--- src/rtl/flipdot_frame_receiver.sv ---
// flipdot_frame_receiver: 8N1 UART receiver plus flipdot panel frame parser.
// Bytes are deserialised from rxd and parsed as start, command, address,
// NUM_COLS column bytes and end. Each 7-bit column is written out through
// col_we/col_addr/col_data. Everything runs on uclk.
module flipdot_frame_receiver #(
   parameter int         CLKS_PER_BIT = 16,
   parameter int         NUM_COLS     = 28,
   parameter logic [7:0] PANEL_ADDR   = 8'h00
) (
   input  logic       uclk,
   input  logic       reset,
   input  logic       rxd,
   output logic       col_we,
   output logic [4:0] col_addr,
   output logic [6:0] col_data,
   output logic       frame_valid,
   output logic       refresh,
   output logic       frame_err,
   output logic       busy
);

   localparam int             CW        = $clog2(CLKS_PER_BIT);
   localparam logic [CW-1:0]  HALF_LAST = CW'(CLKS_PER_BIT / 2 - 1);
   localparam logic [CW-1:0]  BIT_LAST  = CW'(CLKS_PER_BIT - 1);
   localparam logic [4:0]     COL_LAST  = 5'(NUM_COLS - 1);

   localparam logic [7:0] BYTE_SOF   = 8'h80;
   localparam logic [7:0] BYTE_REF   = 8'h83;
   localparam logic [7:0] BYTE_NOREF = 8'h84;
   localparam logic [7:0] BYTE_EOF   = 8'h8F;
   localparam logic [7:0] BYTE_BCAST = 8'hFF;

   typedef enum logic [1:0] {RX_IDLE, RX_START, RX_DATA, RX_STOP} rx_state_t;
   typedef enum logic [2:0] {P_HUNT, P_CMD, P_ADDR, P_DATA, P_END, P_SKIP} p_state_t;

   // Line conditioning: synchroniser stages and the edge-detect copy.
   logic rxd_s1_q, rxd_s2_q, rxd_prev_q;

   // UART receiver state.
   rx_state_t         rx_state_q, rx_state_d;
   logic [CW-1:0]     clk_cnt_q, clk_cnt_d;
   logic [2:0]        bit_cnt_q, bit_cnt_d;
   logic [7:0]        shift_q, shift_d;
   logic              byte_rdy_q, byte_rdy_d;
   logic              stop_err_q, stop_err_d;

   // Parser state and registered outputs.
   p_state_t          p_state_q, p_state_d;
   logic              cmd_ref_q, cmd_ref_d;
   logic [4:0]        col_cnt_q, col_cnt_d;
   logic              col_we_q, col_we_d;
   logic [4:0]        col_addr_q, col_addr_d;
   logic [6:0]        col_data_q, col_data_d;
   logic              fv_q, fv_d;
   logic              refresh_q, refresh_d;
   logic              perr_q, perr_d;

   // Synchronise rxd; all stages reset to the idle-high line level.
   always_ff @(posedge uclk) begin
      // NOTE: state registers use non-blocking assignments so every flop samples pre-edge values.
      if (reset) begin
         rxd_s1_q   <= 1'b1;
         rxd_s2_q   <= 1'b1;
         rxd_prev_q <= 1'b1;
      end else begin
         rxd_s1_q   <= rxd;
         rxd_s2_q   <= rxd_s1_q;
         rxd_prev_q <= rxd_s2_q;
      end
   end

   // UART receiver next-state: start-bit qualification, LSB-first shift, stop check.
   always_comb begin
      // NOTE: every output of this block gets a default first, so no latch can be inferred.
      rx_state_d = rx_state_q;
      clk_cnt_d  = clk_cnt_q;
      bit_cnt_d  = bit_cnt_q;
      shift_d    = shift_q;
      byte_rdy_d = 1'b0;
      stop_err_d = 1'b0;
      unique case (rx_state_q)
         RX_IDLE: begin
            if (rxd_prev_q && !rxd_s2_q) begin
               rx_state_d = RX_START;
               clk_cnt_d  = '0;
               bit_cnt_d  = '0;
            end
         end
         RX_START: begin
            if (clk_cnt_q == HALF_LAST) begin
               clk_cnt_d  = '0;
               rx_state_d = rxd_s2_q ? RX_IDLE : RX_DATA;
            end else begin
               clk_cnt_d = clk_cnt_q + 1'b1;
            end
         end
         RX_DATA: begin
            if (clk_cnt_q == BIT_LAST) begin
               clk_cnt_d = '0;
               shift_d   = {rxd_s2_q, shift_q[7:1]};
               if (bit_cnt_q == 3'd7) begin
                  rx_state_d = RX_STOP;
               end else begin
                  bit_cnt_d = bit_cnt_q + 1'b1;
               end
            end else begin
               clk_cnt_d = clk_cnt_q + 1'b1;
            end
         end
         RX_STOP: begin
            if (clk_cnt_q == BIT_LAST) begin
               clk_cnt_d  = '0;
               rx_state_d = RX_IDLE;
               if (rxd_s2_q) begin
                  byte_rdy_d = 1'b1;
               end else begin
                  stop_err_d = 1'b1;
               end
            end else begin
               clk_cnt_d = clk_cnt_q + 1'b1;
            end
         end
         default: rx_state_d = RX_IDLE;
      endcase
   end

   // UART receiver registers.
   always_ff @(posedge uclk) begin
      if (reset) begin
         rx_state_q <= RX_IDLE;
         clk_cnt_q  <= '0;
         bit_cnt_q  <= '0;
         shift_q    <= '0;
         byte_rdy_q <= 1'b0;
         stop_err_q <= 1'b0;
      end else begin
         rx_state_q <= rx_state_d;
         clk_cnt_q  <= clk_cnt_d;
         bit_cnt_q  <= bit_cnt_d;
         shift_q    <= shift_d;
         byte_rdy_q <= byte_rdy_d;
         stop_err_q <= stop_err_d;
      end
   end

   // Parser next-state: advances on each received byte; a stop-bit error forces hunt.
   always_comb begin
      p_state_d  = p_state_q;
      cmd_ref_d  = cmd_ref_q;
      col_cnt_d  = col_cnt_q;
      col_we_d   = 1'b0;
      col_addr_d = col_addr_q;
      col_data_d = col_data_q;
      fv_d       = 1'b0;
      refresh_d  = 1'b0;
      perr_d     = 1'b0;
      if (stop_err_q) begin
         p_state_d = P_HUNT;
      end else if (byte_rdy_q) begin
         unique case (p_state_q)
            P_HUNT: begin
               if (shift_q == BYTE_SOF) p_state_d = P_CMD;
            end
            P_CMD: begin
               if (shift_q == BYTE_REF || shift_q == BYTE_NOREF) begin
                  cmd_ref_d = (shift_q == BYTE_REF);
                  p_state_d = P_ADDR;
               end else begin
                  perr_d    = 1'b1;
                  p_state_d = P_HUNT;
               end
            end
            P_ADDR: begin
               if (shift_q == PANEL_ADDR || shift_q == BYTE_BCAST) begin
                  col_cnt_d = '0;
                  p_state_d = P_DATA;
               end else begin
                  p_state_d = P_SKIP;
               end
            end
            P_DATA: begin
               if (!shift_q[7]) begin
                  col_we_d   = 1'b1;
                  col_addr_d = col_cnt_q;
                  col_data_d = shift_q[6:0];
                  if (col_cnt_q == COL_LAST) begin
                     p_state_d = P_END;
                  end else begin
                     col_cnt_d = col_cnt_q + 1'b1;
                  end
               end else begin
                  // A start byte mid-frame resyncs straight onto the new frame.
                  perr_d    = 1'b1;
                  p_state_d = (shift_q == BYTE_SOF) ? P_CMD : P_HUNT;
               end
            end
            P_END: begin
               if (shift_q == BYTE_EOF) begin
                  fv_d      = 1'b1;
                  refresh_d = cmd_ref_q;
               end else begin
                  perr_d = 1'b1;
               end
               p_state_d = P_HUNT;
            end
            P_SKIP: begin
               if (shift_q == BYTE_EOF) begin
                  p_state_d = P_HUNT;
               end else if (shift_q == BYTE_SOF) begin
                  p_state_d = P_CMD;
               end
            end
            default: p_state_d = P_HUNT;
         endcase
      end
   end

   // Parser registers and registered output strobes.
   always_ff @(posedge uclk) begin
      if (reset) begin
         p_state_q  <= P_HUNT;
         cmd_ref_q  <= 1'b0;
         col_cnt_q  <= '0;
         col_we_q   <= 1'b0;
         col_addr_q <= '0;
         col_data_q <= '0;
         fv_q       <= 1'b0;
         refresh_q  <= 1'b0;
         perr_q     <= 1'b0;
      end else begin
         p_state_q  <= p_state_d;
         cmd_ref_q  <= cmd_ref_d;
         col_cnt_q  <= col_cnt_d;
         col_we_q   <= col_we_d;
         col_addr_q <= col_addr_d;
         col_data_q <= col_data_d;
         fv_q       <= fv_d;
         refresh_q  <= refresh_d;
         perr_q     <= perr_d;
      end
   end

   assign col_we      = col_we_q;
   assign col_addr    = col_addr_q;
   assign col_data    = col_data_q;
   assign frame_valid = fv_q;
   assign refresh     = refresh_q;
   assign frame_err   = perr_q | stop_err_q;
   assign busy        = (p_state_q == P_CMD) || (p_state_q == P_ADDR) ||
                        (p_state_q == P_DATA) || (p_state_q == P_END);

endmodule

--- config.mk ---
export PLATFORM = sky130hd
export DESIGN_NAME = flipdot_frame_receiver
export DESIGN_NICKNAME = d
export VERILOG_FILES = /design/src/rtl/flipdot_frame_receiver.sv
export SDC_FILE = /design/constraint.sdc
export NUM_CORES = 1
export LEC_CHECK = 0
export ABC_AREA = 1
export CORE_MARGIN = 2
export CORE_UTILIZATION = 39
export DETAILED_ROUTE_END_ITERATION = 16
export HOLD_SLACK_MARGIN = 0.06
export PLACE_DENSITY = 0.56
export SLEW_MARGIN = 20
export SYNTH_ARGS = -nofsm -noshare
export SYNTH_HDL_FRONTEND = slang
export SYNTH_SLANG_ARGS = --single-unit
--- constraint.sdc ---
create_clock -name uclk -period 1.93 [get_ports uclk]
set_input_delay 0.386 -clock uclk [delete_from_list [all_inputs] [get_ports uclk]]
set_output_delay 0.386 -clock uclk [all_outputs]
set_load 0.01 [all_outputs]
## Word-level counts from Yosys, hierarchy flattened

Cells that the tools add are included.

| storage, ports and cells | value |
|---|---|
| bits in registers | 47 |
| bits of input ports | 3 |
| logic and storage cells | 118 |

| cells by class | value |
|---|---|
| reduce and logical (&&, ||, !) cells | 26 |
| muxes and demuxes | 35 |
| $add $sub $neg | 3 |
| bitwise operators | 9 |
| equal/unequal tests | 27 |

Operators with widths:

| operator | number |
|---|---|
| $eq 8x8->1 const B | 5 |
| $mux 3 | 8 |
| $ne 2x2->1 const B | 9 |
| $mux 5 | 3 |
| $pmux 3 s5 | 1 |
| $mux 2 | 7 |
| $mux 4 | 3 |
| $pmux 4 s3 | 1 |
| $reduce_and 4->1 | 3 |
| $pmux 5 s2 | 1 |
| $eq 3x3->1 const B | 3 |
| $logic_not 8->1 | 1 |
| $mux 1 | 8 |
| $not 1->1 | 8 |
| $pmux 2 s4 | 1 |
| $reduce_or 4->1 | 2 |
| $eq 3x2->1 const B | 2 |
| $pmux 3 s2 | 1 |
| $reduce_and 6->1 | 1 |
| $reduce_or 3->1 | 2 |
| $add 5x1->5 const B | 1 |
| $eq 5x5->1 const B | 1 |
| $logic_or 1x1->1 | 5 |
| $reduce_and 5->1 | 1 |
| 18 further kinds | 22 |

## Logic depth before layout (Yosys ltp)

| logic depth | value |
|---|---|
| word-level depth | 4 |
| gate-level depth with buffers | 10 |

## Worst setup path after synthesis

Ideal clock, no wire load.

| timing path | value |
|---|---|
| path type | register to register |
| from | reg clk_cnt_q[0] |
| to | reg (tool-made name) |
| arrival time | 1.280 ns |
| clock period less this slack | 1.393 ns |
| buffers on the path | 0 |
| stages on the path, launching flop included | 11 |
| path slack | 0.537 ns |
| cells stage by stage | dfxtp_1 ha_1 nand2_1 inv_1 nand2_1 nand2_1 nand2_1 nor3_2 nand2_1 nand3_1 nand2_1 |

RTL lines:

| what | line | source |
|---|---|---|
| start: declaration | 41 | `logic [CW-1:0] clk_cnt_q, clk_cnt_d;` |
| start signal: assignment | 138 | `clk_cnt_q <= clk_cnt_d;` |

## Final worst setup path

| timing path | value |
|---|---|
| from | reg stop_err_q |
| to | out frame_err |

| between the ends | value |
|---|---|
| cells in the longest elaborated chain, start to end | 1 |

RTL lines:

| what | line | source |
|---|---|---|
| start: declaration | 45 | `logic stop_err_q, stop_err_d;` |
| start signal: assignment | 142 | `stop_err_q <= stop_err_d;` |
| $or 1x1->1 | 248 | `assign frame_err = perr_q \| stop_err_q;` |
| end: declaration | 18 | `output logic frame_err,` |

Every way passes these cells.

==> impl_metrics.csv <==
group,metric,value,unit
timing,rsz0062_at_grt,"false",
place,dp_cells,390,
routing,drtAntennaViolNets,0,
worst_hold_path,hp-start,"rxd_s2_q",
clock_network,clkTransAtPathRegs,0.09,ns
worst_setup_path,crit_type,"flip-flop to output port",
routing,routedWlPerCell,11.2,um
global_routing,antenna_found_initial,0,
logic_synthesis,synth.avg_cell_area,7.61,sq um
place,place.port_buffers,19,
routing,drtPass1Iterations,4,
routing,vias_per_cell,4.82,
floorplan,core-area,5570,sq um
routing,drt_iter0_drc,102,
worst_setup_path,crit_required,1.54,ns
worst_setup_path,worstReg2RegStart,"clk_cnt_q[0]",
worst_setup_path,crit_chain,"or2_2 > clkdlybuf4s50_1",
logic_synthesis,synth_fp_nets,308,
clock_network,cts_setup_buffers,0,
logic_synthesis,synth_area_leader_cell,"dfxtp_1",
clock_network,numCtsBuffers,5,
pwr,p_per_area,698,nW/um^2
global_routing,grt_pass1_vias,1805,
place,placed_cell_area,2560,sq um
routing,totalWireLength,4.47,mm
final_layout,antenna_cells,0,
routing,route.met2.wl,1.92,mm
worst_setup_path,rr_worst_depth,10,
logic_synthesis,yosys_warnings,0,
logic_synthesis,synth_seq_cells,47,
global_routing,grt_pass1_wl,7.96,mm
timing,maxSlewViolCount,0,
pwr,peakVddDrop,0.347,mV
final_layout,fillers,577,
global_routing,overflow,0,
final_layout,instances_no_fill,398,
clock_network,htree_levels,2,
timing,slew-limit-headroom,74.0,%
final_layout,final_area,2690,sq um
timing,hold_slack,0.414,ns
place,place_hpwl,3.25,mm
clock_network,cts_tree,"done",
timing,clock.fmax,0.557,GHz
clock_network,clock-root-buffer,"clkbuf_8",
worst_setup_path,critPathLaunch,"stop_err_q",
logic_synthesis,synthArstFlopShare,0,%
place,place_congestion,0.818,
timing,hold_viol_final,0,
floorplan,initial_utilization,41.1,%
final_layout,drive_above_1_share,18.1,%
job,maxCapViolCount,0,
floorplan,ioPinCount,20,
final_layout,area_growth,17.3,%
final_layout,final_cell_mix,"nand2_1 (63), dfxtp_1 (45), nor2_1 (35), inv_1 (30), nand3_1 (20)",
routing,vias,1918,
floorplan,die_h,80.6,um
worst_setup_path,slowest_delay,0.48,ns
routing,wl_met1,2.23,mm
outcome,status,"completed",
worst_hold_path,worstHoldPathCells,1,
clock_network,cts_sinks,47,
timing,setup_viol,0,
pwr,leakagePower,1.06,nW
worst_setup_path,path_max_fanout,3,
floorplan,die_x,80.6,um
worst_setup_path,reg2reg_slack,0.37,ns
final_layout,layout_commonest_cell,"nand2_1",
routing,routed.top_layer,"met4",
global_routing,grt.total_usage,15.6,%
worst_setup_path,crit_buf_inv,1,
timing,tightest_slew,0.389,ns
worst_setup_path,start_kind,"flip-flop",
logic_synthesis,synth_area_leaders,"dfxtp_1 (41%), nand2_1 (10%), nor2_1 (5.9%)",
timing,tns,0,ns
routing,drc_errors,0,
timing,skew,0.00591,ns
worst_setup_path,crit_arrival,1.41,ns
timing,period_share,93.1,%
logic_synthesis,postSynthCellCount,301,
clock_network,clk_path_buf_depth,2,
floorplan,rows,27,
worst_setup_path,cp_top_family,"buffers and inverters",
global_routing,grt_max_degree,27,
logic_synthesis,ys.flop_type,"dfxtp_1",
logic_synthesis,ys_seq_area_share,41.1,%
worst_setup_path,slowest_stage,"clkdlybuf4s50_1",
logic_synthesis,synth_edf_count,0,
timing,period_minus_slack,1.80,ns
worst_setup_path,critPathCaptureType,"output port",
logic_synthesis,syn_area,2290,sq um
worst_hold_path,hp-class,"flip-flop to flip-flop",
worst_hold_path,hold-path-endpoint,"stop_err_q",
clock_network,worstSkewPairLatency,0.30,ns
logic_synthesis,synth.top_cell.area_share,41.1,%
routing,wl_met3,245,um
final_layout,final_nets,332,
floorplan,die_area,6500,sq um
logic_synthesis,synth.distinct_cells,34,
[what timing repair did]
| item | CTS | global route |
|---|---|---|
| gates resized for setup | 3 | 1 |
| hold buffers | 0 | 0 |
| endpoints found under the setup margin | 1 | 1 |
[synthesized netlist by cell type (2+ instances only)]
master	number
a21oi_2	12
nor3_1	2
nor2_8	2
nand2_1	63
nand2_4	3
nand3b_1	2
nand3_1	20
o21ai_0	19
a21oi_1	19
buf_6	2
nor2_1	36
inv_1	30
dfxtp_1	47
inv_2	2
ha_1	4
clkbuf_1	3
xnor2_1	2
nor2_4	4
nand4_1	2
nand2_2	4
or2_2	3
o21ai_2	8
[metrics by stage]
stage	setup WS [ns]	util [%]	total power, mW
2_1_floorplan	0.537	-	1.11
3_3_place_gp	0.297	46.0	1.14
3_5_place_dp	0.294	46.0	1.14
4_1_cts	0.0168	48.2	1.89
5_1_grt	0.0807	48.2	1.95
6_report	0.134	48.2	1.87
[state kept, by name, indices dropped and copies added, names as in the netlist, 3 cells and up, named ones only]
name       flops
col_data       7
shift_q        8
p_state_q      3
col_cnt_q      5
col_addr       5
clk_cnt_q      4
bit_cnt_q      3
[per-layer routing]
layer,vias to the layer above,GRT usage (%)
met5,-,0
met4,0,6.10
met3,8,3.60
met2,43,24.3
met1,842,20.8
li1,1025,-
[power breakdown]
group / switching [mW] / leakage (nW) / internal [mW]
clock: 0.340 / 0.0612 / 0.420
combinational: 0.0693 / 0.621 / 0.0419
sequential: 0.0182 / 0.381 / 0.986
total: 0.428 / 1.06 / 1.45
[worst max path at each step]
stage / slack [ns] / cells past startpoint / endpoint
after floorplan: 0.54 / 10 / flip-flop
after global placement: 0.30 / 4 / busy
after detailed placement: 0.29 / 4 / busy
after CTS: 0.02 / 4 / busy
after global routing: 0.08 / 2 / frame_err
final: 0.13 / 2 / frame_err
[logic make-up after synthesis]
family | Yosys count | synth area share [%]
AOI/OAI and AO/OA | 61 | 16.8
xor gates and xnor gates | 3 | 1.15
adders and majority gates | 4 | 2.18
buffers and inverters | 41 | 7.76
DFF | 47 | 41.1
and+or+nand+nor | 145 | 31.1
[area by class of cell]
type                            instances  area (sq um)  share of cell area, %
Multi-Input combinational cell        213          1170                   43.7
Sequential cell                        47           943                   35.1
Timing Repair Buffer                   24           230                   8.57
Inverter                               34           131                   4.89
Tap cell                               72          90.1                   3.35
Clock buffer                            6          82.6                   3.07
Clock inverter                          2          35.0                   1.30
No activity file was read; power rests on OpenSTA's default activity.
==> patch 1, RTL diff (same settings) <==
Change the parameter `CLKS_PER_BIT` from 16 to 32.
--- a/src/rtl/flipdot_frame_receiver.sv
+++ b/src/rtl/flipdot_frame_receiver.sv
@@ -5,3 +5,3 @@
 module flipdot_frame_receiver #(
-   parameter int         CLKS_PER_BIT = 16,
+   parameter int         CLKS_PER_BIT = 32,
    parameter int         NUM_COLS     = 28,
Formal check against the unedited RTL: same outputs for any inputs over 10 cycles, from zero or initial values and one cycle with reset high; that may be too few to reach the edited logic, so the function may still have changed.
==> patch 1 against the original RTL <==
Critical path depth stayed put; count of clock-buffer cells in the layout did not move; sequential cell count increased by 1; via count is 1.9% lower; synthesized area down 4.9%; sequential share of layout area rose by 2.2 points; register-to-register slack got worse by 0.17 ns; total power rose by 2.4%; setup slack improved by 0.0077 ns; wire length shrank 0.76%; final area shrank 3.8%.
==> patch 1: results (changes against the original RTL) <==
largest net degree at the start of global routing=22 (-19%); Pleak=0.998 nW (-6.1%); post-synthesis compound-gate area fraction=15.2% (-1.6 points); hold path startpoint=rxd_s1_q; routed len/inst=11.3 um (+0.50%); maximum vdd drop=0.000441 V (+27%); Clock Latency Late Sink=0.30 ns (about the same); Placed Cells=383 (-1.8%); H-tree depth=2 (unchanged); HPWL after DPL=3180 um (-2.3%); Largest stage delay, worst path=0.47 ns; Post-Synth XOR/XNOR Area=1.61% (+0.46 points); WL final=4440 um (-0.76%); status=finished clean; R2R Setup Slk=0.20 ns (-0.17 ns); pre-CTS setup slack=0.174 ns (-0.119 ns); layout cells sized above 1=11.2% (-6.9 points); gr usage total=15.9% (+0.29 points); clock group power=0.000762 W (about the same); Placed Area=2440 um^2 (-4.8%); RD Place Congestion=0.764 (-6.6%); Mapped Nets=307 (-0.32%); worst setup path startpoint=stop_err_q; yosys warns=0 (unchanged); hold_ws=0.435 ns (+0.0207 ns); drt drc=0 (unchanged); Synth Instances=297 (-1.3%); vias in the first global route=1831 (+1.4%); Pint=0.00148 W (+2.5%); Area contributors post-synth=dfxtp_1 44%, nand2_1 10%, a21oi_1 7.3%, nor2_1 6.9%, inv_1 4.5%; Total Nets Final=330 (-0.60%); drt initial violations=142 (+39%); Hold WC Path Type=flip-flop to flip-flop; Synth Area in Adders=4.02% (+1.8 points); Final WS setup=0.142 ns (+0.00772 ns); Layout Skew=0.00491 ns (-0.00100 ns); first-pass GRT wire length=7900 um (-0.78%); number of CTS-inserted buffers=5 (unchanged); Vias/cell=4.79 (-0.63%); GRT overflow=0 (unchanged); Clock power frac=39.7% (-0.8 points); Synth cell types=31 (-8.8%); Tightest Pin Transition=0.422 ns (+0.0328 ns); crit path to=frame_err; sequential fraction of the synthesis area=44.1% (+3.0 points); commonest cells in the netlist=58 x nand2_1, 48 x dfxtp_1, 40 x nor2_1; Sequential Power=0.00102 W; worst hold path endpoint=rxd_s2_q
patch 1: cell count changes after synthesis, moves of 3 or more:
| cell | unedited run | this run |
|---|---|---|
| ha_1 | 4 | 7 |
| nand2_4 | 3 | 0 |
| o21ai_1 | 1 | 8 |
| inv_1 | 30 | 26 |
| a21oi_2 | 12 | 0 |
| nor2_1 | 36 | 40 |
| nand3_1 | 20 | 17 |
| o21ai_2 | 8 | 0 |
| a21oi_1 | 19 | 32 |
| nand2_1 | 63 | 58 |
| inv_2 | 2 | 6 |
patch 1: critical path, delay by kind of cell, from the launching register on:
| family | cells | cell delay [ns] |
|---|---|---|
| buffers and inverters | 1 | 0.47 |
| and+or+nand+nor | 1 | 0.29 |
| DFF | 1 | 0.34 |
patch 1: cell families (layout without fill, tap and decap cells):
kind of cell               after synthesis  after routing
buffers and inverters                   40             64
and+or+nand+nor                        135            135
DFF                                     48             48
adders and majority gates                7              7
xor gates and xnor gates                 4              4
AOI/OAI and AO/OA                       63             63
patch 1: layout make-up:
class / count / area, um^2
well taps: 72 / 90.1
clock buffers: 6 / 82.6
fillers: 566 / 2850
inverters: 32 / 120
clock inverters: 2 / 38.8
repair buffers: 24 / 230
multi-input cells: 209 / 1060
flip-flops and latches: 48 / 963
patch 1: per-layer routing:
| metal | vias up | track usage [%] | part of all wire [%] |
|---|---|---|---|
| met2 | 28 | 25.6 | 47 |
| met5 | - | 0 | 0 |
| met1 | 844 | 20.4 | 50 |
| li1 | 1008 | - | - |
| met3 | 2 | 4.32 | 3.1 |
| met4 | 0 | 5.79 | 0.54 |
patch 1: timing repair:
action,in CTS,in global routing
pin swaps,1,1
resized for setup,1,4
setup endpoints to repair,1,12
hold buffers,0,0
setup buffers,1,1
hold endpoints to repair,0,0
==> patch 2, RTL diff (same flow settings) <==
Without the edit above. Re-encode `rx_state_t` (4 states) as one-hot, 4 bits wide.
--- a/src/rtl/flipdot_frame_receiver.sv
+++ b/src/rtl/flipdot_frame_receiver.sv
@@ -32,3 +32,3 @@
 
-   typedef enum logic [1:0] {RX_IDLE, RX_START, RX_DATA, RX_STOP} rx_state_t;
+   typedef enum logic [3:0] {RX_IDLE = 4'b0001, RX_START = 4'b0010, RX_DATA = 4'b0100, RX_STOP = 4'b1000} rx_state_t;
    typedef enum logic [2:0] {P_HUNT, P_CMD, P_ADDR, P_DATA, P_END, P_SKIP} p_state_t;
Check against the original RTL: same outputs for any inputs over 10 cycles, from zero or initial values and one cycle with reset high; not proved beyond that.
==> patch 2 against the original RTL <==
Final area rose by 1.3%; sequential share of layout area rose by 1.2 points; register-to-register slack got worse by 0.06 ns; utilization fell by 1.7 points; clock skew rose by 0.0012 ns; sequential cell count rose by 2; highest routed layer unchanged; setup slack improved by 0.011 ns; synthesized area rose by 1.7%; wire length rose by 5.9%.
Power is not compared: it rests on default switching activity, and its combinational part moved more than twofold at a synthesized area within 25%.
==> patch 2: results (changes against the original RTL) <==
status=finished clean; pre-CTS setup slack=0.194 ns (-0.100 ns); fill count=615 (+6.6%); sequential fraction of the synthesis area=42.1% (+1.0 points); Area contributors post-synth=dfxtp_1 42%, nand2_1 11%, nor2_1 10%, a21oi_1 5.2%, inv_1 4.8%; CP Max Fanout=3 (unchanged); yosys warns=0 (unchanged); Mapped Nets=337 (+9.4%); commonest cells in the netlist=69 x nand2_1, 62 x nor2_1, 49 x dfxtp_1; gr usage total=16.0% (+0.41 points); Yosys top cell by area=dfxtp_1; drt initial violations=69 (-32%); via count=2044 (+6.6%); Pleak=1.17 nW; largest net degree at the start of global routing=18 (-33%); number of CTS-inserted buffers=5 (unchanged); Clock Latency Late Sink=0.30 ns (about the same); Total Nets Final=363 (+9.3%); Root Driver=clkbuf_8; routed len/inst=11.0 um (-2.4%); Synth cell types=31 (-8.8%); Layout Skew=0.00707 ns (+0.00116 ns); PortBufs=19 (unchanged); maximum vdd drop=0.000448 V; Max transition margin=76.9% (+2.9 points); RR Startpoint=clk_cnt_q[1]; number of flip-flops in the largest register=8 (unchanged); HPWL after DPL=3540 um (+8.8%); Placed Area=2630 um^2 (+2.6%); layout cells sized above 1=11.5% (-6.6 points); WP data arrival=1.40 ns; H-tree depth=2 (unchanged); RD Place Congestion=0.796 (-2.7%); first-pass GRT wire length=8140 um (+2.3%); initial antenna violation count=0 (unchanged); ANT nets after route=0 (unchanged); hold path startpoint=rxd_s1_q; Inserted Diodes=0 (unchanged); vias in the first global route=1848 (+2.4%); Synth async-reset ratio=0% (unchanged)
[patch 2: metrics by stage]
stage | util, % | total power [W] | std cells
final | 46.5 | 0.00245 | 432
after global routing | 46.5 | 0.00266 | 432
after CTS | 46.5 | 0.00249 | 432
after detailed placement | 44.9 | 0.00189 | 424
after global placement | 44.9 | 0.00188 | 424
after floorplan | - | 0.00176 | 330
[patch 2: timing repair]
action,4_1_cts,5_1_grt
hold endpoints to repair,0,0
setup buffers,0,0
endpoints found under the setup margin,1,0
resized for setup,6,0
[patch 2: final cells by class]
| cell class | instances | area share [%] |
|---|---|---|
| sequential | 49 | 36.3 |
| clock inverter | 3 | 0.643 |
| tap | 75 | 3.45 |
| clock buffer | 5 | 2.53 |
| multi-input combinational | 241 | 43.8 |
| timing repair buffer | 25 | 8.59 |
| inverter | 34 | 4.73 |
[patch 2: path summary, 6_finish.rpt]
kind / endpoint / slack [ns] / cells after the start
hold reg to reg: rxd_s2_q / 0.43 / 1
setup reg to reg: rx_state_q[0] / 0.31 / 9
hold / removal: rxd_s2_q / 0.43 / 1
setup / recovery: frame_err / 0.14 / 2
[patch 2: cells by family (layout without fill, tap and decap cells)]
family	count (synthesis)	in the layout	synth area share, %
AND/OR/NAND/NOR	181	181	35.2
XOR/XNOR	5	5	1.88
buffers and inverters	40	67	6.87
AO/OA/AOI/OAI	51	51	11.8
flip-flops	49	49	42.1
adder cells (fa/ha/maj)	4	4	2.15
[patch 2: power breakdown]
group	internal, W	leakage (nW)	total (W)	switching, W
logic	0.000245	0.724	0.000692	0.000447
clock network	0.000251	0.0439	0.000590	0.000340
registers	0.00109	0.399	0.00117	0.0000767
total	0.00159	1.17	0.00245	0.000863
[patch 2: critical path, stage by stage (launching register included)]
cell	delay [ns]
dfxtp_1	0.34
or2_2	0.29
clkdlybuf4s50_1	0.47
[patch 2: metal layers]
layer	share of wire [%]	GRT usage, %	up-vias
li1	-	-	1102
met1	50	20.3	908
met2	46	26.0	26
met3	2.2	3.78	8
met4	1.9	6.61	0
met5	0	0	-
